<file path="src/rtl/clkdiv_pkg.sv">
// Shared definitions for the clock-divider bank: channel limit and FSM states.
package clkdiv_pkg;

  // Largest number of divided-clock channels a bank may be built with.
  localparam int MAX_CH = 8;

  // Bring-up sequence: wait for PLL lock, let it settle, then run the dividers.
  typedef enum logic [1:0] {
    ST_WAIT_LOCK = 2'd0,
    ST_SETTLE    = 2'd1,
    ST_RUN       = 2'd2
  } state_e;

endpackage

</file>
<file path="src/rtl/clkdiv_chan.sv">
// One divider channel: phase counter, pending/active ratio and registered
// enable-pulse / square-wave outputs. Ratio 0 behaves as ratio 1.
module clkdiv_chan
  import clkdiv_pkg::*;
#(
  parameter int DIV_W   = 8,
  parameter int DEF_DIV = 2
) (
  input  logic             clk,
  input  logic             rst,
  input  logic             run_now,   // bank is in RUN this cycle
  input  logic             run_next,  // bank will be in RUN next cycle
  input  logic             resync,    // realign request, already qualified with RUN
  input  logic             load,
  input  logic [DIV_W-1:0] ratio,
  output logic             clk_en,
  output logic             clk_div
);

  localparam logic [DIV_W-1:0] DEF_R  = DIV_W'(DEF_DIV);
  localparam logic [DIV_W-1:0] ONE    = 1;
  localparam logic [DIV_W:0]   ONE_X  = 1;

  logic [DIV_W-1:0] pending_q, pending_n;
  logic [DIV_W-1:0] active_q, active_n;
  logic [DIV_W-1:0] cnt_q, cnt_n;
  logic [DIV_W-1:0] r_cur, r_next;
  logic [DIV_W:0]   half_next;
  logic             wrap, apply;
  logic             en_n, div_n;

  // Next ratio/counter values; outputs are derived from the next-cycle
  // counter so the registered pulse lines up with cnt==0.
  always_comb begin
    pending_n = load ? ratio : pending_q;
    r_cur     = (active_q == '0) ? ONE : active_q;
    wrap      = run_now && (cnt_q == (r_cur - ONE));
    // Outside RUN the newest ratio takes effect at once; in RUN only at a
    // period boundary (wrap) or on a realign, never mid-period.
    apply     = !run_now || wrap || resync;
    active_n  = apply ? pending_n : active_q;
    r_next    = (active_n == '0) ? ONE : active_n;
    half_next = ({1'b0, r_next} + ONE_X) >> 1;
    cnt_n     = '0;
    if (run_next && run_now && !resync && !wrap) begin
      cnt_n = cnt_q + ONE;
    end
    en_n  = run_next && (cnt_n == '0);
    div_n = run_next && ({1'b0, cnt_n} < half_next);
  end

  // Channel state and registered outputs.
  always_ff @(posedge clk or posedge rst) begin
    if (rst) begin
      pending_q <= DEF_R;
      active_q  <= DEF_R;
      cnt_q     <= '0;
      clk_en    <= 1'b0;
      clk_div   <= 1'b0;
    end else begin
      pending_q <= pending_n;
      active_q  <= active_n;
      cnt_q     <= cnt_n;
      clk_en    <= en_n;
      clk_div   <= div_n;
    end
  end

endmodule

</file>
<file path="src/rtl/clkdiv_bank.sv">
// Bank of NUM_CH programmable clock-enable dividers gated by a PLL-lock
// bring-up FSM. All channels start phase-aligned on the first RUN cycle.
module clkdiv_bank
  import clkdiv_pkg::*;
#(
  parameter int NUM_CH    = 2,
  parameter int DIV_W     = 8,
  parameter int DEF_DIV   = 2,
  parameter int LOCK_WAIT = 64
) (
  input  logic                    clkin,
  input  logic                    reset,
  input  logic                    pll_lock,
  input  logic [NUM_CH*DIV_W-1:0] div_ratio,
  input  logic [NUM_CH-1:0]       div_load,
  input  logic                    resync,
  output logic                    ready,
  output logic [NUM_CH-1:0]       clk_en,
  output logic [NUM_CH-1:0]       clk_div
);

  localparam int SW = (LOCK_WAIT > 1) ? $clog2(LOCK_WAIT) : 1;
  localparam logic [SW-1:0] SETTLE_LAST = SW'(LOCK_WAIT - 1);
  localparam logic [SW-1:0] SETTLE_ONE  = 1;

  if (NUM_CH < 1 || NUM_CH > MAX_CH) begin : g_bad_num_ch
    $error("clkdiv_bank: NUM_CH out of range");
  end

  state_e        state_q, state_n;
  logic [SW-1:0] settle_q, settle_n;
  logic          run_now, run_next, resync_run;

  // Next-state logic: any cycle with pll_lock low sends the bank back to
  // WAIT_LOCK; SETTLE counts consecutive locked cycles before RUN.
  always_comb begin
    state_n  = state_q;
    settle_n = '0;
    case (state_q)
      ST_WAIT_LOCK: if (pll_lock) state_n = ST_SETTLE;
      ST_SETTLE: begin
        if (!pll_lock) begin
          state_n = ST_WAIT_LOCK;
        end else if (settle_q == SETTLE_LAST) begin
          state_n = ST_RUN;
        end else begin
          settle_n = settle_q + SETTLE_ONE;
        end
      end
      ST_RUN:       if (!pll_lock) state_n = ST_WAIT_LOCK;
      default:      state_n = ST_WAIT_LOCK;
    endcase
  end

  // FSM state, settle counter and registered ready.
  always_ff @(posedge clkin or posedge reset) begin
    if (reset) begin
      state_q  <= ST_WAIT_LOCK;
      settle_q <= '0;
      ready    <= 1'b0;
    end else begin
      state_q  <= state_n;
      settle_q <= settle_n;
      ready    <= (state_n == ST_RUN);
    end
  end

  assign run_now    = (state_q == ST_RUN);
  assign run_next   = (state_n == ST_RUN);
  assign resync_run = resync && run_now;

  for (genvar g = 0; g < NUM_CH; g++) begin : g_chan
    clkdiv_chan #(
      .DIV_W  (DIV_W),
      .DEF_DIV(DEF_DIV)
    ) u_chan (
      .clk     (clkin),
      .rst     (reset),
      .run_now (run_now),
      .run_next(run_next),
      .resync  (resync_run),
      .load    (div_load[g]),
      .ratio   (div_ratio[g*DIV_W +: DIV_W]),
      .clk_en  (clk_en[g]),
      .clk_div (clk_div[g])
    );
  end

endmodule

</file>
<file path="config.mk">
export PLATFORM = sky130hd
export DESIGN_NAME = clkdiv_bank
export DESIGN_NICKNAME = d
export VERILOG_FILES = /design/src/rtl/clkdiv_pkg.sv /design/src/rtl/clkdiv_chan.sv /design/src/rtl/clkdiv_bank.sv
export SDC_FILE = /design/constraint.sdc
export NUM_CORES = 1
export LEC_CHECK = 0
export BUFFER_PORTS_ARGS = -buffer_cell sky130_fd_sc_hd__buf_4
export CORE_ASPECT_RATIO = 0.5
export CORE_MARGIN = 3
export CORE_UTILIZATION = 45
export CTS_CLUSTER_DIAMETER = 40
export DETAILED_ROUTE_END_ITERATION = 8
export MAX_ROUTING_LAYER = met4
export SYNTH_ARGS = -nofsm -noshare
export SYNTH_HDL_FRONTEND = slang
export SYNTH_SLANG_ARGS = --single-unit
</file>
<file path="constraint.sdc">
create_clock -name clkin -period 3.8 [get_ports clkin]
set_input_delay 0.76 -clock clkin [delete_from_list [all_inputs] [get_ports clkin]]
set_output_delay 0.76 -clock clkin [all_outputs]
set_load 0.01 [all_outputs]
</file>
# After elaboration in Yosys (flattened, before gate mapping)
# Index checks and enable logic that the tools add are counted.
# W data, S select, Z words.
[classes]
n_addsub = 7
multipliers = 0
div = 0
n_lt_le_gt_ge = 2
eq_ne = 6
n_shift = 0
mux = 18
bitwise = 0
reduce_logical = 26
[ops]
columns = ["cell", "count"]
rows = [
  ["$mux W8", 10],
  ["$logic_not A8 Y1", 6],
  ["$add A8 B1 Y9 const B", 2],
  ["$mux W6", 3],
  ["$add A8 B1 Y8 const B", 2],
  ["$eq A8 B8 Y1", 2],
  ["$lt A8 B8 Y1", 2],
  ["$sub A8 B1 Y8 const B", 2],
  ["$logic_and A1 B1 Y1", 11],
  ["$mux W2", 4],
  ["$add A6 B1 Y6 const B", 1],
  ["$eq A6 B6 Y1 const B", 1],
  ["$pmux W2 S3", 1],
  ["$eq A2 B2 Y1 const B", 2],
  ["$logic_not A1 Y1", 4],
  ["$logic_or A1 B1 Y1", 4],
  ["$eq A2 B1 Y1 const B", 1],
  ["$logic_not A2 Y1", 1],
]
[totals]
reg_bits = 61
latch_bits = 0
ramBits = 0
romBits = 0
in_bits = 22
out_inout_bits = 5
wordCells = 72
mem_count = 0

# Longest topological paths before layout
[depth]
word_depth = 13
depth_mapped = 19
ltp_nobuf = 16

# Hierarchy
# A second synthesis with hierarchy kept.
[unflattened]
hier_cells = 451
hier_area_um2 = 4356.7
[by_module_without_submodules]
columns = ["module", "instances", "cells_per_inst", "area_per_inst_um2", "seq_area_each_um2"]
rows = [
  ["clkdiv_chan", 2, 207, 1975.6, 653.1],
  ["clkdiv_bank", 1, 37, 405.4, 225.2],
]

# Least setup slack after synthesis
# Ideal clock, no wire load.
[synth_timing]
path_kind = "register -> register"
from = "reg g_chan[0].u_chan.active_q[3]"
to = "reg g_chan[0].u_chan.clk_div"
setup_ns = 0.087
t_arrival_ns = 4.101
required_ns = 3.713
slack_ns = -0.388
stages_incl_launch_ff = 20
path_buffers = 3
synth_period_minus_slack_ns = 4.188
path_cell_list = "dfrtp_1 > buf_2 > nor4_2 > a21oi_1 > ha_1 > xnor2_1 > a221oi_1 > nand3_1 > o31ai_2 > and2_1 > buf_2 > buf_4 > nor3_1 > ha_1 > a21o_1 > a21oi_1 > nor2b_1 > nor4_1 > o21ai_0 > o211ai_1"
[synth_via]
word_cells_on_any_way = 16
classes_between = "add/sub: 2; order compare: 1; eq/ne: 1; mux: 4; reduce/logical: 8"
[synth_rtl]
columns = ["element", "line", "text"]
rows = [
  ["start: declaration", "clkdiv_chan.sv:25", "logic [DIV_W-1:0] active_q, active_n;"],
  ["start signal: assignment", "clkdiv_chan.sv:62", "active_q <= active_n;"],
  ["$logic_not A8 Y1", "clkdiv_chan.sv:36", "r_cur = (active_q == '0) ? ONE : active_q;"],
  ["$mux W8 *", "clkdiv_chan.sv:36", ""],
  ["$sub A8 B1 Y8 *", "clkdiv_chan.sv:37", "wrap = run_now && (cnt_q == (r_cur - ONE));"],
  ["$eq A8 B8 Y1 *", "clkdiv_chan.sv:37", ""],
  ["$logic_and A1 B1 Y1 *", "clkdiv_chan.sv:37", ""],
  ["$logic_not A1 Y1 *", "clkdiv_chan.sv:45", "if (run_next && run_now && !resync && !wrap) begin"],
  ["$logic_and A1 B1 Y1 *", "clkdiv_chan.sv:45", ""],
  ["$mux W8 *", "clkdiv_chan.sv:45", ""],
  ["via g_chan[0].u_chan.cnt_n[5]", "clkdiv_chan.sv:26", "logic [DIV_W-1:0] cnt_q, cnt_n;"],
  ["$lt A8 B8 Y1 *", "clkdiv_chan.sv:49", "div_n = run_next && ({1'b0, cnt_n} < half_next);"],
  ["$logic_and A1 B1 Y1 *", "clkdiv_chan.sv:49", ""],
  ["via g_chan[0].u_chan.div_n", "clkdiv_chan.sv:30", "logic en_n, div_n;"],
  ["end signal: assignment", "clkdiv_chan.sv:65", "clk_div <= div_n;"],
  ["end: declaration", "clkdiv_chan.sv:17", "output logic clk_div"],
]
# Mark *: on every way through the listed nets, which the timed path passes. The rest lies on a longest branch.

# Worst setup path in the final report
[layout_timing]
from = "reg g_chan[1].u_chan.active_q[2]"
to = "reg g_chan[1].u_chan.clk_div"
[layout_via]
elab_chain_cells = 13
word_cells_on_any_way = 16
classes_between = "add/sub: 2; order compare: 1; eq/ne: 1; mux: 4; reduce/logical: 8"
[layout_lines]
columns = ["element", "line", "text"]
rows = [
  ["start: declaration", "clkdiv_chan.sv:25", ""],
  ["start signal: assignment", "clkdiv_chan.sv:62", ""],
  ["$logic_not A8 Y1", "clkdiv_chan.sv:36", ""],
  ["$mux W8", "clkdiv_chan.sv:36", ""],
  ["$sub A8 B1 Y8", "clkdiv_chan.sv:37", ""],
  ["$eq A8 B8 Y1", "clkdiv_chan.sv:37", ""],
  ["$logic_and A1 B1 Y1", "clkdiv_chan.sv:37", ""],
  ["$logic_or A1 B1 Y1 (2 in a row)", "clkdiv_chan.sv:40", "apply = !run_now || wrap || resync;"],
  ["$mux W8", "clkdiv_chan.sv:41", "active_n = apply ? pending_n : active_q;"],
  ["$logic_not A8 Y1", "clkdiv_chan.sv:42", "r_next = (active_n == '0) ? ONE : active_n;"],
  ["$mux W8", "clkdiv_chan.sv:42", ""],
  ["$add A8 B1 Y9", "clkdiv_chan.sv:43", "half_next = ({1'b0, r_next} + ONE_X) >> 1;"],
  ["$lt A8 B8 Y1 *", "clkdiv_chan.sv:49", ""],
  ["$logic_and A1 B1 Y1 *", "clkdiv_chan.sv:49", ""],
  ["via g_chan[1].u_chan.div_n", "clkdiv_chan.sv:30", ""],
  ["end signal: assignment", "clkdiv_chan.sv:65", ""],
  ["end: declaration", "clkdiv_chan.sv:17", ""],
]
# Marked as above.

==> flow_metrics.tcl <==
set metrics [dict create \
    worst_path_max_delay_cell "or4_4" \
    slowest_delay_ns 0.55 \
    grt_max_degree 43 \
    worstSetupPathType "reg -> reg" \
    setup_slack_ns -0.144 \
    die_area_um2 10600 \
    clkPwrFrac_pct 43.3 \
    antenna_found_initial 0 \
    worstMarginPinSlew_ns 0.891 \
    start_util_pct 47.2 \
    fin_tns_setup_ns -0.144 \
    synth_seq_cells 61 \
    drive_gt1_share_pct 27.9 \
    diodes 0 \
    clkTransAtPathRegs_ns 0.05 \
    vias_per_cell 5.65 \
    cts_tree "built" \
    pwr-share-comb_pct 18.5 \
    violations "setup timing" \
    cp_max_fo 10 \
    synth_top_flop_cell "dfrtp_1" \
    fin_crit_ns 3.94 \
    globalplace.congestion 0.947 \
    wire_per_inst_um 16.5 \
    ir_drop_uv 203 \
    yosysUniqueCellTypes 57 \
    dp_hpwl_um 7470 \
    setup_violations 1 \
    synth_edf_count 0 \
    ant_nets 0 \
    detailroute.via_count 3417 \
    finish.utilization_pct 57.3 \
    portBuffers 26 \
    intPower_mw 1.37 \
    required_ns 4.01 \
    synth_area_um2 4190 \
    hold_violations 0 \
    period_share_pct 104 \
    async_flop_share_pct 100 \
    cts.sinks 61 \
    worst_skew_pair.late_latency_ns 0.33 \
    wl_um 9960 \
    fp.dieH_um 74.3 \
    hp-start "settle_q[0]" \
    gr-total-overflow 0 \
    crit_arrival_ns 4.16 \
    h-tree-depth 3 \
    reg2reg_from "g_chan[1].u_chan.active_q[2]" \
    n_fill_cell 763 \
    grt_pass1_vias 3384 \
    critical_path.startpoint "g_chan[1].u_chan.active_q[2]" \
    pwr-share-seq_pct 38.2 \
    ys_seq_area_share_pct 36.5 \
    status "finished with violations" \
    dr.first_iter.drc_count 241 \
    fin_skew_ns 0.00684 \
    first_pass_iters 5 \
    synth_cells 434 \
    clockBufferDepth 2 \
    post-place-ws_ns -0.351 \
    path_cells "or4_4, nor3_4, a21oi_1, ha_2, nor2b_1, nor3_2, o31ai_1, or4_4, o21a_4, buf_12, mux2i_1, ha_1, nand4_1, nor2_1, and3_1, o2111ai_1, o211a_1" \
    final_max_slew_viol_count 0 \
    path_common_cell "or4_4" \
    fp.dieW_um 143 \
    grt_pass1_wl_um 16600 \
    max_cap_viol_count 0 \
    syn_nets 475 \
    synth_commonest_cells "57 x dfrtp_1, 32 x xnor2_1, 27 x nor2_1" \
    syn_to_final_growth_pct 21.5 \
    num_rows 24 \
    drc 0 \
    ctsRootBufferMaster "clkbuf_16" \
    slew_headroom_pct 40.5 \
    worstHoldPathType "reg -> reg" \
    final_nets 524 \
    holdWs_ns 0.455 \
    gr-usage-all-layers_pct 20.6 \
    avgSynthCellArea_um2 9.66 \
    power.density_nw_per_um2 364 \
    synth_area_leaders "dfrtp_1 34%, xnor2_1 6.7%, mux2_2 6.4%" \
    cp-start-kind "flip-flop" \
    synth.most_common_cell "dfrtp_1" \
    io_pins 27 \
    max_freq_ghz 0.254 \
    core_area_um2 8890 \
    yosysTopAreaCell "dfrtp_1" \
    power.net_switching_mw 0.485 \
    yosys_warnings 0 \
    p_sw_share_pct 26.1 \
    p_leak_nw 2.30 \
    cp-end-kind "flip-flop" \
    yosys.area.top_type_share_pct 34.0 \
    rsz0062_at_grt "yes" \
    cts-buffers-inserted 9 \
]
worst max-delay path: cells and delay by family, from the launching register on:
family | cells | cell delay [ns]
AND/OR/NAND/NOR | 8 | 1.95
AO/OA/AOI/OAI | 5 | 0.72
buffers and inverters | 1 | 0.14
flip-flops | 1 | 0.37
adder cells (fa/ha/maj) | 2 | 0.51
multiplexers | 1 | 0.12
power groups by stage:
stage          clock network, mW  registers [mW]  logic, mW
6_report                   0.804           0.709      0.342
5_1_grt                    0.857           0.713      0.377
3_3_place_gp                   0           0.716      0.324
2_1_floorplan                  0           0.713      0.228
3_5_place_dp                   0           0.719      0.332
4_1_cts                    0.825           0.709      0.335
timing repair:
action                                  4_1_cts  5_1_grt
cloned                                        1        0
buffers inserted                              0        4
gates resized for setup                       5        8
pin swaps                                     5       11
hold buffers                                  0        0
endpoints found under the setup margin        2        2
hold endpoints to repair                      0        0
registers in the layout (all words and copies together) (netlist names):
| name | count |
|---|---|
| settle_q | 6 |
| g_chan.u_chan.active_q | 16 |
| state_q | 2 |
| ready | 1 |
| g_chan.u_chan.clk_div | 2 |
| g_chan.u_chan.clk_en | 2 |
| g_chan.u_chan.pending_q | 16 |
| g_chan.u_chan.cnt_q | 16 |
cell usage in the layout, fill, tap and decap left out, types with 5 or more instances in the layout:
cell,n
clkbuf_16,9
nor3b_1,6
nor2_1,27
xnor2_1,32
nand3_1,22
and3_1,17
dfrtp_1,57
mux2_2,24
buf_4,70
a31oi_1,5
nand2_1,17
nor2b_1,8
mux2i_1,13
xor2_1,18
a21o_1,6
inv_1,12
a21oi_1,12
nor3_1,15
nand4_1,7
o21ai_0,8
ha_1,17
metal layers:
metal  share of wire (%)  track usage [%]
met5                   0                -
met2                  48             32.7
met4                0.61             5.37
met3                 4.2             5.33
met1                  47             26.6
through the flow:
| stage | cell area, um2 | power [mW] | std cells |
|---|---|---|---|
| finish | 5090 | 1.85 | 605 |
| global route | 5090 | 1.95 | 605 |
| CTS | 5030 | 1.87 | 601 |
| detailed placement | 4710 | 1.05 | 584 |
| global placement | 4710 | 1.04 | 584 |
| floorplan | 4230 | 0.942 | 434 |
cells by family after synthesis:
group	after synthesis	share of synthesized area, %
multiplexers	40	10.6
AND/OR/NAND/NOR	148	19.5
adder cells (fa/ha/maj)	19	5.67
flip-flops	61	36.5
AO/OA/AOI/OAI	68	11.6
XOR/XNOR	50	10.4
buffers and inverters	48	5.58
final timing paths:
| check | to | cells past startpoint | slack (ns) |
|---|---|---|---|
| worst max-delay path | g_chan[1].u_chan.clk_div | 17 | -0.14 |
| worst min-delay path | settle_q[0] | 1 | 0.46 |
| worst max register to register | g_chan[1].u_chan.clk_div | 17 | -0.14 |
| worst min register to register | settle_q[0] | 1 | 0.46 |
| max in group asynchronous | g_chan[1].u_chan.active_q[1] | 3 | 2.30 |
| min in group asynchronous | settle_q[4] | 2 | 0.64 |
final cells by class:
cell class,instances,area [um2],area share [%]
Clock buffer,12,246,4.84
Clock inverter,4,47.5,0.933
Inverter,13,48.8,0.958
Multi-Input combinational cell,326,2520,49.4
Sequential cell,61,1530,30.1
Tap cell,117,146,2.87
Timing Repair Buffer,72,557,10.9
No activity file was read; power rests on OpenSTA's default activity.
